`config.mk`:
```
export PLATFORM = sky130hd
export DESIGN_NAME = pipe_ctrl_unit
export DESIGN_NICKNAME = d
export VERILOG_FILES = /design/src/rtl/wisc_pkg.sv /design/src/rtl/sat_counter16.sv /design/src/rtl/pipe_ctrl_unit.sv
export SDC_FILE = /design/constraint.sdc
export NUM_CORES = 1
export LEC_CHECK = 0
export ABC_AREA = 1
export BUFFER_PORTS_ARGS = -buffer_cell sky130_fd_sc_hd__buf_2
export CAP_MARGIN = 20
export CORE_MARGIN = 1.5
export CORE_UTILIZATION = 45
export CTS_CLUSTER_DIAMETER = 40
export DETAILED_ROUTE_END_ITERATION = 6
export MAX_ROUTING_LAYER = met4
export PLACE_DENSITY = 0.85
export SLEW_MARGIN = 25
export SYNTH_ARGS = -nofsm -noshare
export SYNTH_HDL_FRONTEND = slang
export SYNTH_HIERARCHICAL = 1
export SYNTH_SLANG_ARGS = --single-unit
```
`constraint.sdc`:
```
create_clock -name clk -period 1.7 [get_ports clk]
set_clock_uncertainty 0.15 [all_clocks]
set_input_delay 0.17 -clock clk [delete_from_list [all_inputs] [get_ports clk]]
set_output_delay 0.17 -clock clk [all_outputs]
set_load 0.02 [all_outputs]
```
`src/rtl/wisc_pkg.sv`:
```
// Shared definitions for the pipeline control unit: FSM state encoding and drain depth.
package wisc_pkg;

  typedef enum logic [2:0] {
    ST_RUN    = 3'd0,
    ST_FILL_I = 3'd1,
    ST_FILL_D = 3'd2,
    ST_DRAIN  = 3'd3,
    ST_HALT   = 3'd4
  } pcu_state_e;

  localparam int DRAIN_DEPTH = 3;
  localparam int DRAIN_W     = 2;

  localparam logic [DRAIN_W-1:0] DRAIN_LOAD = DRAIN_W'(DRAIN_DEPTH);

endpackage

```
`src/rtl/sat_counter16.sv`:
```
// 16-bit up-counter that sticks at 0xFFFF; synchronous active-low reset.
module sat_counter16 (
  input  logic        clk_i,
  input  logic        rst_n_i,
  input  logic        inc_i,
  output logic [15:0] count_o
);

  logic [15:0] cnt_q;
  logic [15:0] cnt_d;

  always_comb begin
    cnt_d = cnt_q;
    if (inc_i && (cnt_q != 16'hFFFF)) begin
      cnt_d = cnt_q + 16'd1;
    end
  end

  always_ff @(posedge clk_i) begin
    if (!rst_n_i) begin
      cnt_q <= 16'd0;
    end else begin
      cnt_q <= cnt_d;
    end
  end

  assign count_o = cnt_q;

endmodule

```
`src/rtl/pipe_ctrl_unit.sv`:
```
// Pipeline stall/flush/fill sequencer with HLT drain. Optional stall counter: PIPE_CTRL_PERF_EN.
//
// state     | meaning
// ----------+-------------------------------------------------------------
// ST_RUN    | normal issue; handles misses, load-use, HLT, taken branch
// ST_FILL_I | I-cache line fill in flight, pipeline frozen
// ST_FILL_D | D-cache line fill in flight, pipeline frozen
// ST_DRAIN  | HLT seen; fetch stopped while older instructions retire
// ST_HALT   | processor halted, left only by reset
module pipe_ctrl_unit (
  input  logic        clk,
  input  logic        rst_n,
  input  logic        load_use_hz,
  input  logic        br_taken,
  input  logic        dec_hlt,
  input  logic        icache_miss,
  input  logic        dcache_miss,
  input  logic        fill_done,
  output logic        pc_we,
  output logic        if_id_we,
  output logic        id_ex_we,
  output logic        ex_mem_we,
  output logic        mem_wb_we,
  output logic        if_id_flush,
  output logic        id_ex_flush,
  output logic        fill_start,
  output logic        fill_sel,
  output logic        halted,
  output logic [15:0] stall_cycles
);

  import wisc_pkg::*;

  pcu_state_e           state_q, state_d;
  logic [DRAIN_W-1:0]   drain_q, drain_d;
  logic                 ret_drain_q, ret_drain_d;
  logic [DRAIN_W-1:0]   drain_dec;

  assign drain_dec = drain_q - DRAIN_W'(1);

  always_comb begin
    state_d     = state_q;
    drain_d     = drain_q;
    ret_drain_d = ret_drain_q;
    {pc_we, if_id_we, id_ex_we, ex_mem_we, mem_wb_we} = 5'b11111;
    if_id_flush = 1'b0;
    id_ex_flush = 1'b0;
    fill_start  = 1'b0;
    fill_sel    = 1'b0;
    halted      = 1'b0;

    case (state_q)
      ST_RUN: begin
        if (dcache_miss) begin
          {pc_we, if_id_we, id_ex_we, ex_mem_we, mem_wb_we} = 5'b00000;
          fill_start  = 1'b1;
          fill_sel    = 1'b1;
          ret_drain_d = 1'b0;
          state_d     = ST_FILL_D;
        end else if (icache_miss) begin
          {pc_we, if_id_we, id_ex_we, ex_mem_we, mem_wb_we} = 5'b00000;
          fill_start  = 1'b1;
          ret_drain_d = 1'b0;
          state_d     = ST_FILL_I;
        end else if (load_use_hz) begin
          pc_we       = 1'b0;
          if_id_we    = 1'b0;
          id_ex_flush = 1'b1;
        end else if (dec_hlt) begin
          pc_we       = 1'b0;
          if_id_flush = 1'b1;
          drain_d     = DRAIN_LOAD;
          state_d     = ST_DRAIN;
        end else if (br_taken) begin
          if_id_flush = 1'b1;
        end
      end

      ST_FILL_I: begin
        {pc_we, if_id_we, id_ex_we, ex_mem_we, mem_wb_we} = 5'b00000;
        if (fill_done) begin
          if (dcache_miss) begin
            fill_start = 1'b1;
            fill_sel   = 1'b1;
            state_d    = ST_FILL_D;
          end else begin
            state_d = ret_drain_q ? ST_DRAIN : ST_RUN;
          end
        end
      end

      ST_FILL_D: begin
        {pc_we, if_id_we, id_ex_we, ex_mem_we, mem_wb_we} = 5'b00000;
        fill_sel = 1'b1;
        // An I-miss while draining is stale fetch traffic, so never chain into it then.
        if (fill_done) begin
          if (icache_miss && !ret_drain_q) begin
            fill_start = 1'b1;
            fill_sel   = 1'b0;
            state_d    = ST_FILL_I;
          end else begin
            state_d = ret_drain_q ? ST_DRAIN : ST_RUN;
          end
        end
      end

      ST_DRAIN: begin
        if (dcache_miss) begin
          {pc_we, if_id_we, id_ex_we, ex_mem_we, mem_wb_we} = 5'b00000;
          fill_start  = 1'b1;
          fill_sel    = 1'b1;
          ret_drain_d = 1'b1;
          state_d     = ST_FILL_D;
        end else begin
          pc_we       = 1'b0;
          if_id_flush = 1'b1;
          drain_d     = drain_dec;
          if (drain_q <= DRAIN_W'(1)) begin
            drain_d = '0;
            state_d = ST_HALT;
          end
        end
      end

      ST_HALT: begin
        {pc_we, if_id_we, id_ex_we, ex_mem_we, mem_wb_we} = 5'b00000;
        halted = 1'b1;
      end

      default: begin
        state_d = ST_RUN;
      end
    endcase

    // Reset forces the pass-through pattern immediately, before the edge lands.
    if (!rst_n) begin
      {pc_we, if_id_we, id_ex_we, ex_mem_we, mem_wb_we} = 5'b11111;
      if_id_flush = 1'b0;
      id_ex_flush = 1'b0;
      fill_start  = 1'b0;
      fill_sel    = 1'b0;
      halted      = 1'b0;
    end
  end

  always_ff @(posedge clk) begin
    if (!rst_n) begin
      state_q     <= ST_RUN;
      drain_q     <= '0;
      ret_drain_q <= 1'b0;
    end else begin
      state_q     <= state_d;
      drain_q     <= drain_d;
      ret_drain_q <= ret_drain_d;
    end
  end

`ifdef PIPE_CTRL_PERF_EN
  sat_counter16 u_stall_cnt (
    .clk_i   (clk),
    .rst_n_i (rst_n),
    .inc_i   (!pc_we && (state_q != ST_HALT)),
    .count_o (stall_cycles)
  );
`else
  assign stall_cycles = 16'd0;
`endif

endmodule

```
==> impl_metrics.yaml, run 1 <==
finish:
  finalNonFillerCells: 158
  mostFrequentLayoutCells: "nand2_1 (18), conb_1 (16), nand3_1 (14), nor2_1 (12)"
  drive_above_1_share_pct: 36.6
  nets: 152
  layout_commonest_cell: "nand2_1"
  synthToLayoutAreaGrowth_pct: 22.6
  nFillCells: 137
  final_util_pct: 59.4
  diodes: 0
timing:
  fin_ws_ns: -0.123
  hold_viol: 0
  rsz0062_at_grt: "yes"
  slew_viol_final: 0
  fin_crit_sh_pct: 107
  holdWs_ns: 0.0339
  setup_viol: 8
  max_freq_mhz: 549
  post-route-min-period_ns: 1.82
power_and_ir_drop:
  p_sw_w: 0.000690
  power_w: 0.00133
  power.share.combinational_pct: 68.7
  power.internal_w: 0.000638
  p_seq_share_pct: 21.3
  p_per_area_mw_per_mm2: 1480
  swShare_pct: 51.9
  pwr-share-clk_pct: 10.0
  power.leakage_nw: 0.458
  peakVddDrop_mv: 1.01
worst_setup_path:
  arrival_ns: 1.50
  worstPathMaxFanout: 4
  cp-end-kind: "output pin"
  critPathKind: "register to output pin"
  cp.required_ns: 1.38
  worst_setup_path_start_kind: "register"
global_routing:
  grt_overflow_total: 0
  grt_pass1_wl_um: 2670
  antenna_found_initial: 0
  grt_pass1_vias: 635
  grt_usage_pct: 19.6
  grt_max_degree: 8
synthesis:
  yosys-top-cells-area: "buf_4 (19%), dfxtp_1 (16%), nand3_1 (10%), nand2_1 (9.3%), nor2_1 (8.2%)"
  syn_area_per_cell_um2: 6.13
  synthFlopType: "dfxtp_1"
  ys_warn_count: 6
  async_reset_ff_share_pct: 0
  ys_ff_latch: 6
  synth_edf_count: 0
  yosysSeqAreaShare_pct: 16.5
  syn-cell-area_um2: 729
  yosysTopAreaCell: "buf_4"
  synth_top_area_share_pct: 18.5
  yosysUniqueCellTypes: 21
  synth_cells: 119
min_path:
  hold_class: "input port to register"
place:
  pre_cts_ws_ns: 0.0812
  port_buffers: 17
  dp_cells: 149
  place_congestion: 0.867
  hpwl_um: 1190
detailed_routing:
  drt_iter0_markers: 18
  num_vias: 792
  drc: 0
  wire_per_inst_um: 12.1
  via_per_inst: 5.01
  dr.pass1.iters: 4
  routed_wl_um: 1910
  drtAntennaViolNets: 0
clock_network:
  cts_max_path_buffers: 2
  worstSkewPairLatency_ns: 0.25
  htree_levels: 1
  cts_tree: "yes"
  root_buffer: "clkbuf_4"
  cts_buffers: 3
  cts.sinks: 6
  clk_pin_slew_ns: 0.04
floorplan:
  die_x_um: 43.3
  die_y_um: 43.3
  initial_core_util_pct: 48.4
  design.core.area_mm2: 0.00151
  die_area_mm2: 0.00187
  num_rows: 14
  ios: 34
job:
  max-cap-violations: 0
status:
  violations: "negative setup slack"
  status: "finished, violations left"
## final cells by class
cell class                      instances  area (µm²)  share of cell area, %
Multi-Input combinational cell         96         497                   55.5
Timing Repair Buffer                   24         170                   19.0
Sequential cell                         6         131                   14.7
Inverter                               13        53.8                   6.01
Clock buffer                            3        22.5                   2.52
Tap cell                               16        20.0                   2.24
## worst paths after layout
kind,from,end,slack [ns],cells after the start
worst min-delay path,rst_n,state_q[0]$_SDFFE_PN0P_,0.03,3
worst max register to register,state_q[1]$_SDFFE_PN0P_,drain_q[1]$_SDFFE_PN0P_,0.20,10
worst max-delay path,state_q[1]$_SDFFE_PN0P_,id_ex_we,-0.12,6
worst min register to register,drain_q[1]$_SDFFE_PN0P_,drain_q[1]$_SDFFE_PN0P_,0.31,2
## critical path, cell delays in order, from the launching register on
cell and delay [ns]:
dfxtp_4 0.35, nor2_4 0.15, buf_4 0.15, nor2_1 0.06, nor2_2 0.18, nand3_2 0.17, buf_6 0.18
## Yosys cell counts, types with 2 or more instances
library cell and n:
a21oi_1 9, buf_4 18, dfxtp_1 6, inv_1 10, inv_2 2, nand2_1 18
nand2_2 6, nand3_1 15, nor2_1 16, nor2_4 4, o21ai_0 4, o21ai_1 2
## cell families (layout without fill, tap and decap cells)
kind of cell / Yosys count / after routing / synth area share, %
compound gates: 19 / 19 / 14.6
simple gates: 61 / 61 / 41.3
buf+inv: 32 / 40 / 27.1
flops: 6 / 6 / 16.5
other cells: 1 / 16 / 0.514
## sequential cells by signal, indices dropped and copies added (netlist names)
signal       cells
state_q          3
ret_drain_q      1
drain_q          2
## metal layers
metal	track usage [%]	part of all wire, %	up-vias
li1	-	-	394
met1	24.4	43	355
met2	29.9	47	35
met3	3.40	5.2	8
met4	10.9	4.8	0
met5	-	0	-
## power groups by stage
stage,registers [W],logic (W),clock network (W)
after floorplan,0.000231,0.000641,0
after global placement,0.000259,0.000704,0
after detailed placement,0.000263,0.000719,0
after CTS,0.000271,0.000807,0.000139
after global routing,0.000287,0.000996,0.000145
final,0.000282,0.000913,0.000133
## repair_timing
| action | in CTS | in global routing |
|---|---|---|
| pin swaps | 4 | 3 |
| buffers inserted | 5 | 1 |
| resized for setup | 14 | 12 |
| hold buffers | 0 | 0 |
| setup endpoints to repair | 8 | 9 |
| gates cloned | 0 | 0 |
## metrics by stage
step	TNS [ns]	cell area [µm²]
floorplan	0	786
CTS	-0.163	847
detailed placement	0	752
global placement	0	752
finish	-0.606	895
global route	-1.13	895
No activity file was read; power rests on OpenSTA's default activity.
==> run 2: changes to the inputs <==
- CELL_PAD_IN_SITES_DETAIL_PLACEMENT: not set -> 1
- CELL_PAD_IN_SITES_GLOBAL_PLACEMENT: not set -> 2
- CORE_UTILIZATION: 45 -> 22
==> run 2 against run 1 <==
The flow still finishes with violations (negative setup slack). Setup slack better by 0.067 ns. Cell count up 20%. Utilization down 29 points. Worst hold slack better by 0.021 ns. Largest cell class unchanged. Sequential power up 3%. Register-to-register slack about the same. Fmax up 3.8%. Combinational power down 5.8%.
==> impl_metrics.yaml, run 2 (synthesis gave the netlist of run 1 again) <==
power_and_ir_drop:
  power.internal_w: 0.000613
  pwr-share-clk_pct: 10.4
  power_w: 0.00128
  p_seq_share_pct: 22.7
  p_per_area_mw_per_mm2: 1370
  peakVddDrop_mv: 0.414
  swShare_pct: 52.3
  p_sw_w: 0.000672
  power.leakage_nw: 0.464
  power.share.combinational_pct: 66.9
timing:
  max_freq_mhz: 570
  hold_viol: 0
  slew_viol_final: 0
  post-route-min-period_ns: 1.76
  setup_viol: 4
  fin_crit_sh_pct: 103
  rsz0062_at_grt: "yes"
  fin_ws_ns: -0.0555
finish:
  multi_input_area_um2: 498
  nets: 155
  diodes: 0
  largest_register_ffs: 3
  layout_commonest_cell: "nand2_1"
  finalNonFillerCells: 189
  nFillCells: 428
  regMostFlops: "state_q"
  register_area_um2: 131
  mostFrequentLayoutCells: "nand2_1 (17), conb_1 (16), nand3_1 (15), buf_4 (14), buf_2 (12)"
  top_regs: "state_q (3), drain_q (2), ret_drain_q (1)"
  drive_above_1_share_pct: 37.9
  synthToLayoutAreaGrowth_pct: 28.5
worst_setup_path:
  critPathKind: "register to output pin"
  worst_setup_path_start_kind: "register"
  arrival_ns: 1.44
  cp-end-kind: "output pin"
  cp.required_ns: 1.38
  worstPathMaxFanout: 5
  r2r-start: "state_q[1]$_SDFFE_PN0P_"
  cp-startpoint: "state_q[1]$_SDFFE_PN0P_"
detailed_routing:
  dr.pass1.iters: 2
  drc: 0
  via_per_inst: 4.12
  routed_wl_um: 1990
  drt_iter0_markers: 15
  wire_per_inst_um: 10.5
  num_vias: 779
  drtAntennaViolNets: 0
job:
  max-cap-violations: 0
global_routing:
  grt_max_degree: 7
  grt_overflow_total: 0
  grt_pass1_wl_um: 3080
  grt_pass1_vias: 733
  grt_usage_pct: 11.5
  antenna_found_initial: 0
clock_network:
  clk_pin_slew_ns: 0.05
  cts_buffers: 3
  htree_levels: 1
  cts.sinks: 6
  cts_max_path_buffers: 2
  cts_tree: "yes"
  cts_hold_buf: 0
  worstSkewPairLatency_ns: 0.25
  root_buffer: "clkbuf_4"
place:
  place_congestion: 0.773
  port_buffers: 17
  dp_cells: 180
  hpwl_um: 1560
floorplan:
  design.core.area_mm2: 0.00310
  die_y_um: 60.6
  num_rows: 20
  ios: 34
  die_x_um: 60.6
  die_area_mm2: 0.00367
  initial_core_util_pct: 23.5
status:
  status: "finished, violations left"
  violations: "negative setup slack"
min_path:
  hold_class: "input port to register"
  hp-start: "rst_n"
## run 2: path summary, 6_finish.rpt
check                                          endpoint  slack [ns]  cells past startpoint
worst min-delay path            state_q[1]$_SDFFE_PN0P_        0.05                      3
worst max register to register  state_q[2]$_SDFFE_PN0P_        0.21                      8
worst min register to register  drain_q[1]$_SDFFE_PN0P_        0.32                      2
worst max-delay path                        if_id_flush       -0.06                      8
## run 2: per-layer routing
layer / track usage, % / vias up / share of wire (%)
met5: - / - / 0
met1: 14.0 / 358 / 44
met2: 18.9 / 20 / 50
li1: - / 401 / -
met3: 3.84 / 0 / 5.4
met4: 1.86 / 0 / 0
## run 2: critical path: stages, from the launching register on
cell and delay [ns]:
dfxtp_4 0.36, nor2_4 0.14, nand2_4 0.07, nor2_4 0.13, inv_4 0.06, nor2_2 0.07
o21ai_1 0.06, a21oi_1 0.13, buf_4 0.15
## run 2: metrics by stage
| step | TNS (ns) | setup slack, ns | util (%) | hold slack [ns] | area, µm² |
|---|---|---|---|---|---|
| after floorplan | 0 | 0.0328 | - | 0.141 | 786 |
| after global placement | 0 | 0.112 | 26.1 | 0.301 | 810 |
| after detailed placement | 0 | 0.106 | 26.1 | 0.315 | 810 |
| after CTS | -0.208 | -0.0901 | 28.1 | 0.0529 | 871 |
| after global routing | -0.790 | -0.135 | 30.2 | 0.0676 | 937 |
| final | -0.114 | -0.0555 | 30.2 | 0.0548 | 937 |
## run 2: power by group through the flow
stage          clock [W]  sequential [W]  combinational (W)
6_report        0.000134        0.000291           0.000860
3_3_place_gp           0        0.000253           0.000751
2_1_floorplan          0        0.000231           0.000641
3_5_place_dp           0        0.000256           0.000762
4_1_cts         0.000141        0.000275           0.000809
5_1_grt         0.000151        0.000299           0.000958
## run 2: area by class of cell
type                            count  share of cell area [%]
Tap cell                           44                    5.87
Inverter                           13                    5.74
Timing Repair Buffer               27                    18.8
Multi-Input combinational cell     96                    53.1
Sequential cell                     6                    14.0
Clock buffer                        3                    2.40
## run 2: repair_timing
action	CTS	global route
hold endpoints to repair	0	0
setup endpoints to repair	8	9
cloned	0	0
gates resized for setup	12	11
buffers inserted	1	5
pin swaps	2	4
